[src/rtl/div_pkg.sv]
// Shared definitions for the arithmetic unit's sequential divider.
package div_pkg;

  // State encoding is shared with the shift-add multiplier; IDLE doubles as 'done'.
  typedef enum logic {
    RUN  = 1'b0,
    IDLE = 1'b1
  } state_e;

endpackage

[src/rtl/div_step.sv]
// One restoring-division step: shift {R,Q} left, trial-subtract D, keep or restore.
// Purely combinational so it can be replicated for an unrolled or pipelined divider.
module div_step #(
  parameter int W = 4
) (
  input  logic [W-1:0] r_i,
  input  logic [W-1:0] q_i,
  input  logic [W-1:0] d_i,
  output logic [W-1:0] r_o,
  output logic [W-1:0] q_o
);

  // The bit shifted out of R is kept so divisors up to 2^W-1 never overflow.
  logic [W:0] r_shift;
  logic [W:0] trial;

  // Shift, trial subtract, then select the restored or the reduced remainder.
  always_comb begin
    r_shift = {r_i, q_i[W-1]};
    trial   = r_shift - {1'b0, d_i};
    if (!trial[W]) begin
      // r_shift < 2*D here, so the difference always fits in W bits.
      r_o = trial[W-1:0];
      q_o = {q_i[W-2:0], 1'b1};
    end else begin
      r_o = r_shift[W-1:0];
      q_o = {q_i[W-2:0], 1'b0};
    end
  end

endmodule

[src/rtl/div.sv]
// Sequential unsigned restoring divider producing one quotient bit per clock.
// Handshake: start is accepted on a rising edge only while done=1; done=0 means busy.
module div
  import div_pkg::*;
#(
  parameter int N_BITS = 4
) (
  input  logic              clk,
  input  logic              rst_n,
  input  logic              start,
  input  logic [N_BITS-1:0] n,
  input  logic [N_BITS-1:0] d,
  output logic [N_BITS-1:0] q,
  output logic [N_BITS-1:0] r,
  output logic              done,
  output logic              dbz
);

  localparam int CW = $clog2(N_BITS + 1);

  state_e             state_q, state_d;
  logic [CW-1:0]      cnt_q,   cnt_d;
  logic [N_BITS-1:0]  rw_q,    rw_d;    // working remainder R
  logic [N_BITS-1:0]  qw_q,    qw_d;    // working quotient Q (starts as dividend)
  logic [N_BITS-1:0]  dv_q,    dv_d;    // latched divisor D
  logic [N_BITS-1:0]  q_q,     q_d;
  logic [N_BITS-1:0]  r_q,     r_d;
  logic               dbz_q,   dbz_d;
  logic [N_BITS-1:0]  step_r,  step_q;

  div_step #(.W(N_BITS)) u_step (
    .r_i (rw_q),
    .q_i (qw_q),
    .d_i (dv_q),
    .r_o (step_r),
    .q_o (step_q)
  );

  // Next-state and next-data: accept/reject in IDLE, one step per cycle in RUN.
  always_comb begin
    state_d = state_q;
    cnt_d   = cnt_q;
    rw_d    = rw_q;
    qw_d    = qw_q;
    dv_d    = dv_q;
    q_d     = q_q;
    r_d     = r_q;
    dbz_d   = dbz_q;
    case (state_q)
      IDLE: begin
        if (start) begin
          if (d != '0) begin
            dv_d    = d;
            rw_d    = '0;
            qw_d    = n;
            cnt_d   = CW'(N_BITS);
            q_d     = '0;
            r_d     = '0;
            dbz_d   = 1'b0;
            state_d = RUN;
          end else begin
            // Divide by zero resolves immediately without leaving IDLE.
            q_d   = '1;
            r_d   = n;
            dbz_d = 1'b1;
          end
        end
      end
      RUN: begin
        rw_d  = step_r;
        qw_d  = step_q;
        cnt_d = cnt_q - CW'(1);
        if (cnt_q == CW'(1)) begin
          q_d     = step_q;
          r_d     = step_r;
          state_d = IDLE;
        end
      end
      default: state_d = IDLE;
    endcase
  end

  // State and data registers; async reset discards any division in flight.
  always_ff @(posedge clk or negedge rst_n) begin
    if (!rst_n) begin
      state_q <= IDLE;
      cnt_q   <= '0;
      rw_q    <= '0;
      qw_q    <= '0;
      dv_q    <= '0;
      q_q     <= '0;
      r_q     <= '0;
      dbz_q   <= 1'b0;
    end else begin
      state_q <= state_d;
      cnt_q   <= cnt_d;
      rw_q    <= rw_d;
      qw_q    <= qw_d;
      dv_q    <= dv_d;
      q_q     <= q_d;
      r_q     <= r_d;
      dbz_q   <= dbz_d;
    end
  end

  assign done = (state_q == IDLE);
  assign q    = q_q;
  assign r    = r_q;
  assign dbz  = dbz_q;

endmodule

[config.mk]
export PLATFORM = sky130hd
export DESIGN_NAME = div
export DESIGN_NICKNAME = d
export VERILOG_FILES = /design/src/rtl/div_pkg.sv /design/src/rtl/div_step.sv /design/src/rtl/div.sv
export SDC_FILE = /design/constraint.sdc
export NUM_CORES = 1
export LEC_CHECK = 0
export CAP_MARGIN = 15
export CORE_MARGIN = 2
export CORE_UTILIZATION = 55
export DETAILED_ROUTE_END_ITERATION = 8
export HOLD_SLACK_MARGIN = 0.06
export PLACE_DENSITY = 0.86
export REMOVE_ABC_BUFFERS = 1
export SLEW_MARGIN = 20
export SYNTH_ARGS = -nofsm -noshare
export SYNTH_HDL_FRONTEND = slang
export SYNTH_SLANG_ARGS = --single-unit
[constraint.sdc]
create_clock -name clk -period 6 [get_ports clk]
set_input_delay 0.9 -clock clk [delete_from_list [all_inputs] [get_ports clk]]
set_output_delay 0.9 -clock clk [all_outputs]
set_load 0.02 [all_outputs]
==> results of run 1 <==
==> power by group through the flow <==
stage | Sequential (mW) | Clock, mW | Combinational [mW]
final | 0.339 | 0.0779 | 0.618
after global routing | 0.353 | 0.0858 | 0.690
after CTS | 0.339 | 0.0789 | 0.624
after detailed placement | 0.343 | 0 | 0.618
after global placement | 0.337 | 0 | 0.594
after floorplan | 0.369 | 0 | 0.404
==> sequential cells by signal, summed over array words and instances, names as in the netlist <==
| signal | count |
|---|---|
| r | 4 |
| q | 4 |
| cnt_q | 3 |
| qw_q | 4 |
| done | 1 |
| dv_q | 4 |
| rw_q | 4 |
| dbz | 1 |
==> per-layer routing <==
metal	vias up	share of wire	global-route usage
met4	0	0.012	0.0940
met2	29	0.53	0.372
met1	515	0.42	0.259
li1	531	-	-
met3	6	0.039	0.0417
met5	-	0	0
==> final timing paths <==
check / slack, ps / from / end / cells past startpoint
worst max-delay path: 3260 / done / done / 1
worst min-delay path: 500 / cnt_q[2] / cnt_q[2] / 1
worst max register to register: 3740 / qw_q[3] / r[3] / 8
worst min register to register: 500 / cnt_q[2] / cnt_q[2] / 1
max in group asynchronous: 5100 / rst_n / done / 1
min in group asynchronous: 530 / rst_n / r[1] / 1
==> synthesized netlist by cell type (2+ instances only) <==
library cell | n | area [sq um]
nor2_1 | 13 | 48.8
a31oi_1 | 4 | 25.0
nor4b_2 | 2 | 30.0
dfrtp_1 | 24 | 601
nand3_1 | 2 | 10.0
or3_1 | 2 | 12.5
nor2b_1 | 2 | 12.5
nand2_1 | 23 | 86.3
inv_1 | 7 | 26.3
ha_1 | 6 | 75.1
nor3_1 | 3 | 15.0
buf_2 | 3 | 15.0
o21ai_0 | 7 | 35.0
o21ai_1 | 3 | 15.0
o21a_1 | 2 | 15.0
a21o_1 | 2 | 15.0
nand2b_1 | 5 | 31.3
a21oi_1 | 10 | 50.1
nor4_1 | 2 | 12.5
==> stage by stage <==
step | cells | instance area [sq um] | power [mW]
2_1_floorplan | 139 | 1330 | 0.772
3_3_place_gp | 189 | 1570 | 0.931
3_5_place_dp | 189 | 1570 | 0.961
4_1_cts | 193 | 1600 | 1.04
5_1_grt | 193 | 1600 | 1.13
6_report | 193 | 1600 | 1.04
==> layout make-up <==
cell class	count	area (sq um)
Clock inverter	1	7.51
Sequential cell	25	627
Multi-Input combinational cell	106	677
Inverter	8	30.0
Fill cell	190	813
Timing Repair Buffer	20	195
Clock buffer	3	22.5
Tap cell	30	37.5
==> layout by cell type (no fill, tap or decap), types with 2 or more instances in the layout <==
cell and n:
o21ai_0 7, a31oi_1 4, a21o_1 2, a21oi_1 10, nor2b_1 2, o21ai_1 3, dfrtp_1 24, nand3_1 2
nor2_1 13, nor4_1 2, clkdlybuf4s50_1 19, nand2b_1 5, inv_1 7, o21a_1 2, clkbuf_4 3, ha_1 6
nor3_1 3, nand2_1 23, nor4b_2 2, or3_1 2
==> cells by family (layout without fill, tap and decap cells) <==
| logic type | after synthesis | count (layout) | synth area share |
|---|---|---|---|
| simple gates | 61 | 61 | 0.239 |
| compound gates | 33 | 33 | 0.148 |
| flops | 25 | 25 | 0.461 |
| buf+inv | 13 | 32 | 0.0414 |
| fa+ha+maj | 7 | 7 | 0.0699 |
| xor+xnor | 3 | 3 | 0.0248 |
| mux | 2 | 2 | 0.0156 |
==> metrics.md, run 1 <==
| Metric | Value |
|---|---|
| Tcrit/Tclk final | `0.456` |
| Seq/Total Area, Yosys | `0.461` |
| Total clock sinks | `25` |
| Dpl hpwl | `approximately 2.0 mm` |
| Worst clock skew | `1.28 ps` |
| Core ar. | `2410 sq um` |
| Critical path arrival | `roughly 1800 ps` |
| Remaining Overflow, GRT | `0` |
| CP required | `5100 ps` |
| Vias | `around 1.1k` |
| CTS buffer count | `3` |
| Mapped Cells | `approximately 140` |
| Post-Route Setup TNS | `0 ps` |
| Final setup viols | `0` |
| Fin util | `0.663` |
| Vias in the first global route | `between 1k and 1.5k` |
| Worst slew pin tran | `approximately 530 ps` |
| Number of routed nets with antenna violations | `0` |
| CP bufs+invs | `1` |
| Status | `finished clean` |
| DIE HEIGHT | `approximately 54 um` |
| Worst-path maximum fanout | `26` |
| Worst vdd ir | `~0.42 mV` |
| Via density | `between 5 and 6` |
| Post-Syn Area per Cell | `roughly 9.4 sq um` |
| Final hold vios | `0` |
| FF+latch count, synth | `25` |
| Post-cts gate resize count | `0` |
| IO Port Bufs | `20` |
| Total Die Area | `2890 sq um` |
| Fmax | `between 0.3 and 0.4 GHz` |
| Area Overhead vs Synth | `17.4%` |
| Hold buffers post-CTS | `0` |
| Die width | `around 54 um` |
| Reg power frac | `0.328` |
| Net Switching | `between 400 and 500 uW` |
| WS Path Type | `reg2out` |
| Number of synthesized flops with an enable pin | `0` |
| Post-layout net count | `between 150 and 200` |
| Comb pwr share | `0.597` |
| Row count | `18` |
| # H-tree levels | `1` |
| Crit path capture type | `output pin` |
| Int Pwr | `approximately 560 uW` |
| Worst Setup Start Kind | `flop` |
| CTS tree | `done` |
| Post-CTS setup buffers | `0` |
| Cell variety after synth | `41` |
| Cell Chain, Critical Path | `clkdlybuf4s50_1` |
| Initial Utilization | `0.564` |
| Wire length per cell | `13.8 um` |
| RSZ-0062 raised after global routing | `false` |
| Hold Crit Class | `reg2reg` |
| Clk pwr share | `0.075` |
| CP delay by family, top | `flip-flops` |
| Syn Std Cell Area | `about 1400 sq um` |
| Final setup margin | `approximately 3300 ps` |
| PwrDens | `~650 nW/um^2` |
| Worst-path clk slew | `~140 ps` |
| Pre-CTS setup slack | `3520 ps` |
| Maximum clock insertion buffer count | `2` |
| Synth Warn # | `0` |
| Max Cap Viol | `0` |
| Primary FF master, synth | `dfrtp_1` |
| Root Driver | `clkbuf_4` |
| Final wirelength | `about 2.7 mm` |
| Static leakage | `0.675 nW` |
| RePlAce Congestion | `between 0.7 and 0.8` |
| Critical path's slowest cell | `dfstp_2` |
| Final hold slack | `497 ps` |
| Slew HR | `0.644` |
| Antenna diodes | `0` |
| Initial DRC Count | `21` |
| Ys async rst share | `1.00` |
| Pins Over Slew Limit | `0` |
| Largest net degree at the start of global routing | `27` |
| Critical Path Max Stage Delay | `approximately 820 ps` |
| Clk Latency, worst-skew pair | `between 300 and 400 ps` |
| I/O pin cnt | `21` |
| Sw Ratio | `0.456` |
| Pre-antenna DRT Iters | `4` |
| Share of layout cells above drive strength 1 | `0.104` |
| First-pass GRT wire length | `roughly 4.4 mm` |
| GRT Overall Usage | `0.215` |
| Min Tclk post-route | `between 2000 and 3000 ps` |
| DRC viols | `0` |
| Antenna violations before repair | `0` |
Power figures use the tool's default switching activity.
==> run 2: changes to the inputs <==
- CORE_UTILIZATION: 55 -> 47
- PLACE_DENSITY: 0.86 -> 0.79
- clock period: 6 -> 2.3 ns (I/O delays scaled with it)
==> metrics.md, run 2 (synthesis results as in run 1) <==
| Metric | Value |
|---|---|
| Status | `finished clean` |
| Total clock sinks | `25` |
| Largest net degree at the start of global routing | `26` |
| Die width | `around 58 um` |
| First-pass GRT wire length | `4.64 mm` |
| Final hold vios | `0` |
| CTS tree | `done` |
| CTS buffer count | `3` |
| # fillers | `between 200 and 300` |
| Multi-input gate area | `679 sq um` |
| Core ar. | `around 2800 sq um` |
| Initial Utilization | `0.493` |
| Net Switching | `about 1.2 mW` |
| Initial DRC Count | `38` |
| Worst Setup Start Kind | `flop` |
| Post-CTS setup buffers | `0` |
| Area Overhead vs Synth | `19.1%` |
| Root Driver | `clkbuf_4` |
| GRT Overall Usage | `0.180` |
| Total Die Area | `about 3300 sq um` |
| Number of routed nets with antenna violations | `0` |
| Crit path capture type | `flop` |
| Most common cell after layout, fill and taps aside | `dfrtp_1` |
| Tcrit/Tclk final | `0.922` |
| Post-place instance area | `approximately 1600 sq um` |
| Commonest non-fill, non-tap cells in the layout | `dfrtp_1, nand2_1, clkdlybuf4s50_1` |
| Overall Power | `~2.7 mW` |
| Pre-antenna DRT Iters | `4` |
| Sw Ratio | `0.455` |
| Post-Route Setup TNS | `0 ps` |
| Clk Latency, worst-skew pair | `between 300 and 400 ps` |
| Reg power frac | `0.312` |
| Register Area | `about 630 sq um` |
| Worst vdd ir | `1.06 mV` |
| Worst slew pin tran | `between 500 and 600 ps` |
| Slew HR | `0.621` |
| Wire length per cell | `about 14 um` |
| Antenna diodes | `0` |
| Final setup margin | `around 180 ps` |
| Comb pwr share | `0.612` |
| Final wirelength | `about 2.8 mm` |
| Row count | `19` |
| # H-tree levels | `1` |
| Vias in the first global route | `approximately 1.1k` |
| DIE HEIGHT | `57.8 um` |
| CP required | `between 2000 and 3000 ps` |
| DRC viols | `0` |
| Post-layout net count | `about 180` |
| PwrDens | `roughly 1700 nW/um^2` |
| Via density | `~5.6` |
| Dpl hpwl | `2.14 mm` |
| RSZ-0062 raised after global routing | `false` |
| Clk pwr share | `0.076` |
| I/O pin cnt | `21` |
| Worst-path maximum fanout | `6` |
| Hold buffers post-CTS | `0` |
| Share of layout cells above drive strength 1 | `0.115` |
| Critical path arrival | `~2300 ps` |
| Pre-CTS setup slack | `about 150 ps` |
| Worst-path clk slew | `150 ps` |
| Hold Crit Class | `in2async` |
| Remaining Overflow, GRT | `0` |
| Final setup viols | `0` |
| Max Cap Viol | `0` |
| RePlAce Congestion | `between 0.8 and 0.9` |
| IO Port Bufs | `20` |
| Worst clock skew | `roughly 14 ps` |
| Cell count of the worst reg-to-reg path | `8` |
| Int Pwr | `roughly 1.5 mW` |
| Min Tclk post-route | `2120 ps` |
| Antenna violations before repair | `0` |
| Pins Over Slew Limit | `0` |
| Flop2flop setup slack | `approximately 180 ps` |
| Static leakage | `between 0.6 and 0.7 nW` |
| Vias | `about 1.1k` |
| Post-cts gate resize count | `0` |
| Fmax | `roughly 0.47 GHz` |
| Fin util | `0.588` |
| WS Path Type | `reg2reg` |
| Maximum clock insertion buffer count | `2` |
| Design area | `about 1600 sq um` |
[run 2: changes by cell type in the layout (fill, tap and decap cells not counted), sizes merged]
cell           delta
clkdlybuf4s50     +1
buf               +1
[run 2: layer usage]
metal / wire (um) / part of all wire / track usage / up-vias
met5: 0 / 0 / 0 / -
met4: 78 / 0.028 / 0.0797 / 0
met3: 137 / 0.049 / 0.0335 / 9
met2: 1310 / 0.47 / 0.286 / 36
met1: 1240 / 0.45 / 0.242 / 523
li1: - / - / - / 532
[run 2: cell type report]
type / count / area share
timing repair buffer: 22 / 0.133
clock buffer: 3 / 0.0139
sequential: 25 / 0.387
tap: 31 / 0.0239
clock inverter: 1 / 0.00463
inverter: 8 / 0.0185
multi-input combinational: 106 / 0.419
[run 2: power by group through the flow]
| stage | clock network, mW | registers (mW) | logic, mW |
|---|---|---|---|
| after global routing | 0.231 | 0.878 | 1.87 |
| final | 0.207 | 0.850 | 1.67 |
| after floorplan | 0 | 0.961 | 1.05 |
| after CTS | 0.214 | 0.850 | 1.67 |
| after detailed placement | 0 | 0.859 | 1.66 |
| after global placement | 0 | 0.848 | 1.59 |
[run 2: worst max-delay path: stages, from the launching register on]
cell      delay [ps]
dfrtp_1          350
inv_1             70
ha_1             240
fa_2             360
nand2b_2         220
a21oi_4          250
a21oi_1           70
a311oi_1         310
a31oi_1          130
[run 2: per-stage QoR]
stage                     hold slack, ps  instances
final                                342        196
after global routing                 361        196
after CTS                            349        196
after detailed placement             481        192
after global placement               470        192
after floorplan                     49.4        139
[run 2: worst paths after layout]
path                            startpoint       end
worst max-delay path               qw_q[3]      r[2]
worst min-delay path                 rst_n      q[1]
worst max register to register     qw_q[3]      r[2]
worst min register to register    cnt_q[2]  cnt_q[2]
max in group asynchronous            rst_n      done
min in group clk                  cnt_q[2]  cnt_q[2]
